===== src/rtl/tx_frame_sequencer.sv =====
// Transmit frame sequencer: serialises one parallel word per request into
// start / data (LSB first) / optional parity / stop, and drives the 2-bit
// select of the downstream 4:1 line mux (A=1, B=0, C=data_bit, D=parity_bit).
module tx_frame_sequencer #(
   parameter int unsigned DATA_W       = 8,
   parameter int unsigned CLKS_PER_BIT = 16,
   parameter int unsigned PARITY_EN    = 1,
   parameter int unsigned PARITY_ODD   = 0
) (
   input  logic              clk,
   input  logic              rstb,
   input  logic              start,
   input  logic [DATA_W-1:0] data_in,
   output logic              busy,
   output logic              done,
   output logic [1:0]        switch,
   output logic              data_bit,
   output logic              parity_bit
);

   localparam int unsigned CNT_W = (CLKS_PER_BIT > 1) ? $clog2(CLKS_PER_BIT) : 1;
   localparam int unsigned IDX_W = (DATA_W > 1) ? $clog2(DATA_W) : 1;
   localparam logic [CNT_W-1:0] CntLast = CNT_W'(CLKS_PER_BIT - 1);
   localparam logic [IDX_W-1:0] IdxLast = IDX_W'(DATA_W - 1);
   localparam logic ParOdd = (PARITY_ODD != 0);

   typedef enum logic [2:0] {StIdle, StStart, StData, StParity, StStop} state_e;

   state_e            state_q, state_d;
   logic [CNT_W-1:0]  cnt_q, cnt_d;
   logic [IDX_W-1:0]  idx_q, idx_d;
   logic [DATA_W-1:0] shift_q, shift_d;
   logic              parity_q, parity_d;
   logic              busy_q, busy_d;
   logic              done_q, done_d;
   logic [1:0]        switch_q, switch_d;
   logic              bit_end;

   // Next-state, bit timing and registered-output decode.
   always_comb begin
      state_d  = state_q;
      cnt_d    = cnt_q;
      idx_d    = idx_q;
      shift_d  = shift_q;
      parity_d = parity_q;
      bit_end  = (cnt_q == CntLast);

      // Baud counter free-runs 0..CLKS_PER_BIT-1 in every non-idle state.
      if (state_q != StIdle) begin
         cnt_d = bit_end ? '0 : cnt_q + 1'b1;
      end

      case (state_q)
         StIdle: begin
            if (start) begin
               shift_d  = data_in;
               parity_d = (^data_in) ^ ParOdd;
               cnt_d    = '0;
               state_d  = StStart;
            end
         end
         StStart: begin
            if (bit_end) begin
               idx_d   = '0;
               state_d = StData;
            end
         end
         StData: begin
            if (bit_end) begin
               shift_d = shift_q >> 1;
               idx_d   = idx_q + 1'b1;
               if (idx_q == IdxLast) begin
                  state_d = (PARITY_EN != 0) ? StParity : StStop;
               end
            end
         end
         StParity: begin
            if (bit_end) begin
               state_d = StStop;
            end
         end
         StStop: begin
            if (bit_end) begin
               state_d = StIdle;
            end
         end
         default: state_d = StIdle;
      endcase

      // Outputs are decoded from the next state so they register in step with it.
      busy_d = (state_d != StIdle);
      done_d = (state_d == StStop) && (cnt_d == CntLast);
      case (state_d)
         StStart:  switch_d = 2'b01;
         StData:   switch_d = 2'b10;
         StParity: switch_d = 2'b11;
         default:  switch_d = 2'b00;
      endcase
   end

   // State and output registers with synchronous active-low reset.
   always_ff @(posedge clk) begin
      if (!rstb) begin
         state_q  <= StIdle;
         cnt_q    <= '0;
         idx_q    <= '0;
         shift_q  <= '0;
         parity_q <= 1'b0;
         busy_q   <= 1'b0;
         done_q   <= 1'b0;
         switch_q <= 2'b00;
      end else begin
         state_q  <= state_d;
         cnt_q    <= cnt_d;
         idx_q    <= idx_d;
         shift_q  <= shift_d;
         parity_q <= parity_d;
         busy_q   <= busy_d;
         done_q   <= done_d;
         switch_q <= switch_d;
      end
   end

   assign busy       = busy_q;
   assign done       = done_q;
   assign switch     = switch_q;
   assign data_bit   = shift_q[0];
   assign parity_bit = parity_q;

endmodule


===== config.mk =====
export PLATFORM = sky130hd
export DESIGN_NAME = tx_frame_sequencer
export DESIGN_NICKNAME = d
export VERILOG_FILES = /design/src/rtl/tx_frame_sequencer.sv
export SDC_FILE = /design/constraint.sdc
export NUM_CORES = 1
export LEC_CHECK = 0
export CELL_PAD_IN_SITES_DETAIL_PLACEMENT = 1
export CELL_PAD_IN_SITES_GLOBAL_PLACEMENT = 1
export CORE_MARGIN = 3
export CORE_UTILIZATION = 30
export DETAILED_ROUTE_END_ITERATION = 12
export PLACE_DENSITY_LB_ADDON = 0.1
export RECOVER_POWER = 100
export SKIP_LAST_GASP = 1
export SYNTH_ARGS = -nofsm -noshare
export SYNTH_HDL_FRONTEND = slang
export SYNTH_SLANG_ARGS = --single-unit

===== constraint.sdc =====
create_clock -name clk -period 2.8 [get_ports clk]
set_input_delay 0.56 -clock clk [delete_from_list [all_inputs] [get_ports clk]]
set_output_delay 0.56 -clock clk [all_outputs]
set_load 0.05 [all_outputs]

==> results of run 1 <==
## cell usage after synthesis, drive strengths merged
library cell | count | area, µm²
dfxtp | 23 | 460.4
a21oi | 12 | 60.06
nor2 | 11 | 41.29
a211oi | 7 | 67.57
mux2i | 7 | 70.07
xnor2 | 7 | 61.31
nand2 | 6 | 22.52
buf | 5 | 42.53
a21o | 4 | 37.53
inv | 4 | 15.01
o21ai | 4 | 20.02
ha | 3 | 37.54
nor2b | 3 | 18.77
nor3b | 3 | 27.52
and3 | 2 | 12.51
clkbuf | 2 | 7.510
nand2b | 2 | 12.51
nand3 | 2 | 10.01
nor3 | 2 | 15.01
nor4b | 2 | 32.53
o31a | 2 | 17.52
a2111oi | 1 | 15.01
a2bb2oi | 1 | 8.760
and3b | 1 | 8.760
and4b | 1 | 10.01
nand3b | 1 | 7.510
nand4 | 1 | 6.260
nor4 | 1 | 21.27
o2bb2ai | 1 | 8.760
o31ai | 1 | 7.510
or3 | 1 | 6.260
or3b | 1 | 8.760
or4b | 1 | 13.76
xor2 | 1 | 8.760
## path summary, 6_finish.rpt
check | startpoint | endpoint | slack, ns | cells past startpoint
max | state_q[0]$_SDFF_PN0_ | shift_q[0]$_SDFFE_PN0P_ | 0.65 | 5
min | idx_q[2]$_SDFFE_PN0P_ | idx_q[2]$_SDFFE_PN0P_ | 0.48 | 2
max reg2reg | state_q[0]$_SDFF_PN0_ | shift_q[0]$_SDFFE_PN0P_ | 0.65 | 5
min reg2reg | idx_q[2]$_SDFFE_PN0P_ | idx_q[2]$_SDFFE_PN0P_ | 0.48 | 2
## metal layers
metal / vias up / global-route usage (%) / part of all wire, %
met1: 430 / 15.95 / 53
met4: 0 / 2.553 / 0.74
li1: 483 / - / -
met3: 2 / 3.768 / 4.1
met5: - / 0 / 0
met2: 13 / 16.05 / 42
## layout by cell type (no fill, tap or decap), types with 2 or more instances in the layout
| master | instances |
|---|---|
| ha_1 | 3 |
| a21o_1 | 3 |
| dlygate4sd3_1 | 7 |
| clkdlybuf4s50_1 | 9 |
| o31a_1 | 2 |
| nand2b_1 | 2 |
| clkbuf_8 | 3 |
| xnor2_1 | 7 |
| mux2i_1 | 7 |
| nor3b_1 | 3 |
| nor3_1 | 2 |
| o21ai_0 | 3 |
| nor2_1 | 11 |
| nand2_1 | 6 |
| nor2b_1 | 3 |
| buf_4 | 2 |
| and3_1 | 2 |
| inv_1 | 4 |
| a211oi_2 | 2 |
| dfxtp_1 | 23 |
| a211oi_1 | 5 |
| nand3_1 | 2 |
| a21oi_1 | 12 |
## per-stage QoR
step	util, %	hold slack [ns]
after floorplan	-	0.4522
after global placement	37.02	0.4661
after detailed placement	37.02	0.4796
after CTS	38.24	0.4915
after global routing	37.68	0.5236
final	37.68	0.4842
## flip-flops by register name (all words and copies together), names as in the netlist
register	cells
parity_bit	1
busy	1
idx_q	3
state_q	3
shift_q	8
switch	2
cnt_q	4
done	1
## final cells by class
class / instances / area share (%)
inverter: 4 / 1.049
tap: 48 / 4.196
clock buffer: 3 / 2.885
multi-input combinational: 92 / 47.12
timing repair buffer: 18 / 12.24
clock inverter: 1 / 0.3497
sequential: 23 / 32.17
## power groups by stage
| stage | Combinational [W] | Sequential (W) | Clock (W) |
|---|---|---|---|
| 4_1_cts | 0.000125 | 0.000360 | 0.000218 |
| 2_1_floorplan | 0.0000700 | 0.000380 | 0 |
| 6_report | 0.000119 | 0.000358 | 0.000207 |
| 3_5_place_dp | 0.000124 | 0.000368 | 0 |
| 5_1_grt | 0.000129 | 0.000361 | 0.000232 |
| 3_3_place_gp | 0.000123 | 0.000367 | 0 |
## cells by family after synthesis
family,Yosys count,synth area share [%]
AO/OA/AOI/OAI,33,19.88
XOR/XNOR,8,5.738
adder cells (fa/ha/maj),3,3.074
buffers and inverters,11,5.327
flip-flops,23,37.70
multiplexers,7,5.738
AND/OR/NAND/NOR,41,22.54
## worst max-delay path: stages, from the launching register on
cell	delay [ns]
dfxtp_1	0.48
nor3b_1	0.79
buf_4	0.30
a21o_4	0.22
nor2_1	0.06
a211oi_1	0.21
==> results.yml, run 1 <==
timing:
  fmax_mhz: 465.3
  finalCriticalPeriod_ns: 2.149
  skew_ns: 0.004968
  fin_crit_sh_pct: 76.76
  worstMarginPinSlew_ns: 0.8851
  setup_slack_ns: 0.6508
  slew_headroom_pct: 40.86
  slew_violations: 0
  finalSetupTns_ns: 0
  finalHoldViolCount: 0
  setup_viol: 0
  rsz0062_at_grt: "no"
cells_and_area:
  multi_input_area_um2: 674.4
  final_cell_area_um2: 1431
  stdcell_count: 189
  syn2layout_area_growth_pct: 17.21
  drive_gt1_share_pct: 9.220
  nNetsFinal: 156
  diodes: 0
  fillers: 448
  area.sequential_um2: 460.4
worst_setup_path:
  startpoint_type: "register"
  endpoint_kind: "register"
  critPathMaxFanout: 14
  critical_path_class: "register to register"
  critPathArrivalTime_ns: 2.32
  cp.required_ns: 2.97
floorplan:
  dieArea_um2: 4872
  initial_utilization_pct: 32.15
  ios: 17
  die_y_um: 69.80
  rows: 22
  core_um2: 3799
  die_w_um: 69.80
clock_network:
  cts.sinks: 23
  clockBufferDepth: 2
  cts_hold_buf: 0
  postCtsSetupRepairBufs: 0
  cts_resized: 0
  cts_root_buffer: "clkbuf_8"
  cts.clk_slew.worst_paths_ns: 0.08
  clk_latency_ns: 0.26
  htreeDepth: 1
  numCtsBuffers: 3
  cts_tree: "done"
pwr:
  p_comb_share_pct: 17.3
  p_clk_share_pct: 30.3
  power.share.sequential_pct: 52.4
  switching_power_w: 0.0001869
  ir_drop_uv: 247.3
  p_per_area_nw_per_um2: 477.8
  p_int_w: 0.0004970
  p_sw_share_pct: 27.32
  finalPower_w: 0.0006839
  power.leakage_nw: 0.5560
route:
  first_pass_iters: 3
  drtIter0Drc: 47
  drc_errors: 0
  wire_per_inst_um: 13.66
  vias_per_cell: 4.910
  vias: 928
  ant_nets: 0
  routed_wl_mm: 2.581
logic_synthesis:
  syn_area_per_cell_um2: 9.692
  synth_seq_cells: 23
  postSynthCellCount: 126
  ys_seq_area_share_pct: 37.70
  synth_fp_nets: 140
  synth_area_um2: 1221
  ys_types: 42
  synth_warnings: 0
global_routing:
  grtUsageTotal_pct: 11.15
  overflow: 0
  grt_pass1_wl_mm: 4.367
  grt_pass1_vias: 884
  grt_max_degree: 17
  antenna_found_initial: 0
place:
  pre_cts_ws_ns: 0.6343
  gp_congestion: 0.7554
  numPortBuffers: 16
  place_area_um2: 1406
  placed_cells: 185
  hpwlAfterDp_mm: 1.894
outcome:
  status: "finished clean"
min_path:
  hold_class: "register to register"
run:
  maxCapViolCount: 0
(Power assumes the default switching activity.)
==> inputs of run 2 (changes only) <==
==> constraint.sdc (replaced) <==
create_clock -name clk -period 2.02 [get_ports clk]
set_input_delay 0.404 -clock clk [delete_from_list [all_inputs] [get_ports clk]]
set_output_delay 0.404 -clock clk [all_outputs]
set_load 0.05 [all_outputs]
==> results.yml, run 2 (synthesis results as in run 1) <==
outcome:
  status: "finished clean"
route:
  routed_wl_mm: 2.652
  ant_nets: 0
  first_pass_iters: 4
  wire_per_inst_um: 13.74
  vias: 980
  drc_errors: 0
  drtIter0Drc: 26
  vias_per_cell: 5.078
cells_and_area:
  area.sequential_um2: 460.4
  largest-register: "shift_q"
  nNetsFinal: 160
  layout_commonest_cell: "dfxtp_1"
  drive_gt1_share_pct: 11.03
  largest_reg_flops: 8
  diodes: 0
  finalCoreUtilization_pct: 38.18
  reg_top3: "shift_q: 8 flops, cnt_q: 4 flops"
  multi_input_area_um2: 670.6
  fillers: 453
  layout_common_cells: "dfxtp_1 (23), a21oi_1 (12), nor2_1 (11)"
  final_cell_area_um2: 1450
  syn2layout_area_growth_pct: 18.75
pwr:
  switching_power_w: 0.0002625
  power.share.sequential_pct: 51.7
  p_int_w: 0.0006900
  p_comb_share_pct: 17.8
  p_per_area_nw_per_um2: 656.8
  power.leakage_nw: 0.5636
  p_clk_share_pct: 30.5
  finalPower_w: 0.0009525
  ir_drop_uv: 214.4
  p_sw_share_pct: 27.56
timing:
  slew_violations: 0
  rsz0062_at_grt: "no"
  fin_crit_sh_pct: 93.55
  worstMarginPinSlew_ns: 0.5194
  finalSetupTns_ns: 0
  finalCriticalPeriod_ns: 1.890
  setup_viol: 0
  slew_headroom_pct: 65.11
  finalHoldViolCount: 0
  skew_ns: 0.007408
  fmax_mhz: 529.2
worst_setup_path:
  path_buf_inv: 1
  crit_slowest_cell: "dlygate4sd3_1"
  path_delay_family: "buffers and inverters"
  critPathMaxFanout: 2
  crit_chain: "dlygate4sd3_1"
  cpPeakStageDelay_ns: 0.88
  startpoint_type: "register"
  critical_path_class: "register to output port"
  critPathArrivalTime_ns: 1.49
  cp.required_ns: 1.62
  endpoint_kind: "output port"
clock_network:
  cts.clk_slew.worst_paths_ns: 0.09
  cts_resized: 0
  numCtsBuffers: 3
  cts_tree: "done"
  clockBufferDepth: 2
  postCtsSetupRepairBufs: 0
  cts_root_buffer: "clkbuf_8"
  cts.sinks: 23
  clk_latency_ns: 0.27
  htreeDepth: 1
  cts_hold_buf: 0
min_path:
  hold_class: "register to register"
floorplan:
  rows: 22
  die_w_um: 69.80
  core_um2: 3799
  dieArea_um2: 4872
  initial_utilization_pct: 32.15
  ios: 17
  die_y_um: 69.80
run:
  maxCapViolCount: 0
global_routing:
  grtUsageTotal_pct: 11.66
  grt_pass1_wl_mm: 4.705
  antenna_found_initial: 0
  grt_max_degree: 16
  overflow: 0
  grt_pass1_vias: 992
place:
  gp_congestion: 0.7868
  hpwlAfterDp_mm: 2.017
  numPortBuffers: 16
  place_area_um2: 1436
run 2: through the flow:
| stage | setup slack [ns] | hold slack (ns) | cells |
|---|---|---|---|
| after floorplan | 0.3738 | 0.4522 | 126 |
| after global placement | 0.1641 | 0.4652 | 189 |
| after detailed placement | 0.1702 | 0.4765 | 189 |
| after CTS | 0.1741 | 0.4879 | 193 |
| after global routing | 0.02576 | 0.5224 | 193 |
| final | 0.1304 | 0.4816 | 193 |
run 2: power groups by stage:
stage	combinational, W	sequential [W]	clock, W
after global placement	0.000178	0.000504	0
after detailed placement	0.000182	0.000505	0
after floorplan	0.0000970	0.000527	0
after global routing	0.000186	0.000496	0.000326
final	0.000169	0.000492	0.000291
after CTS	0.000183	0.000495	0.000310
run 2: path summary, 6_finish.rpt:
check / from / end / slack (ns) / depth (start not counted)
setup reg to reg: cnt_q[0]$_SDFF_PN0_ / done$_SDFF_PN0_ / 0.21 / 5
hold / removal: idx_q[1]$_SDFFE_PN0P_ / idx_q[1]$_SDFFE_PN0P_ / 0.48 / 2
hold reg to reg: idx_q[1]$_SDFFE_PN0P_ / idx_q[1]$_SDFFE_PN0P_ / 0.48 / 2
setup / recovery: parity_bit$_SDFFE_PN0P_ / parity_bit / 0.13 / 1
run 2: final cells by class:
cell class                      instances  area share [%]
Multi-Input combinational cell         92           46.25
Sequential cell                        23           31.75
Timing Repair Buffer                   22           13.63
Tap cell                               48           4.142
Clock buffer                            3           2.847
Inverter                                4           1.035
Clock inverter                          1          0.3451
run 2: worst register-to-register path, cell delays in order (launching register included):
cell,delay (ns)
dfxtp_1,0.36
ha_1,0.30
and3_1,0.30
nor4b_1,0.27
o21ai_1,0.20
a2111oi_2,0.29
run 2: metal layers:
metal	routed length, µm	up-vias	GRT usage [%]	part of all wire (%)
met4	13	0	1.915	0.49
met2	1203	18	17.42	45
met3	92	2	3.188	3.5
li1	-	492	-	-
met5	0	-	0	0
met1	1342	468	16.90	51
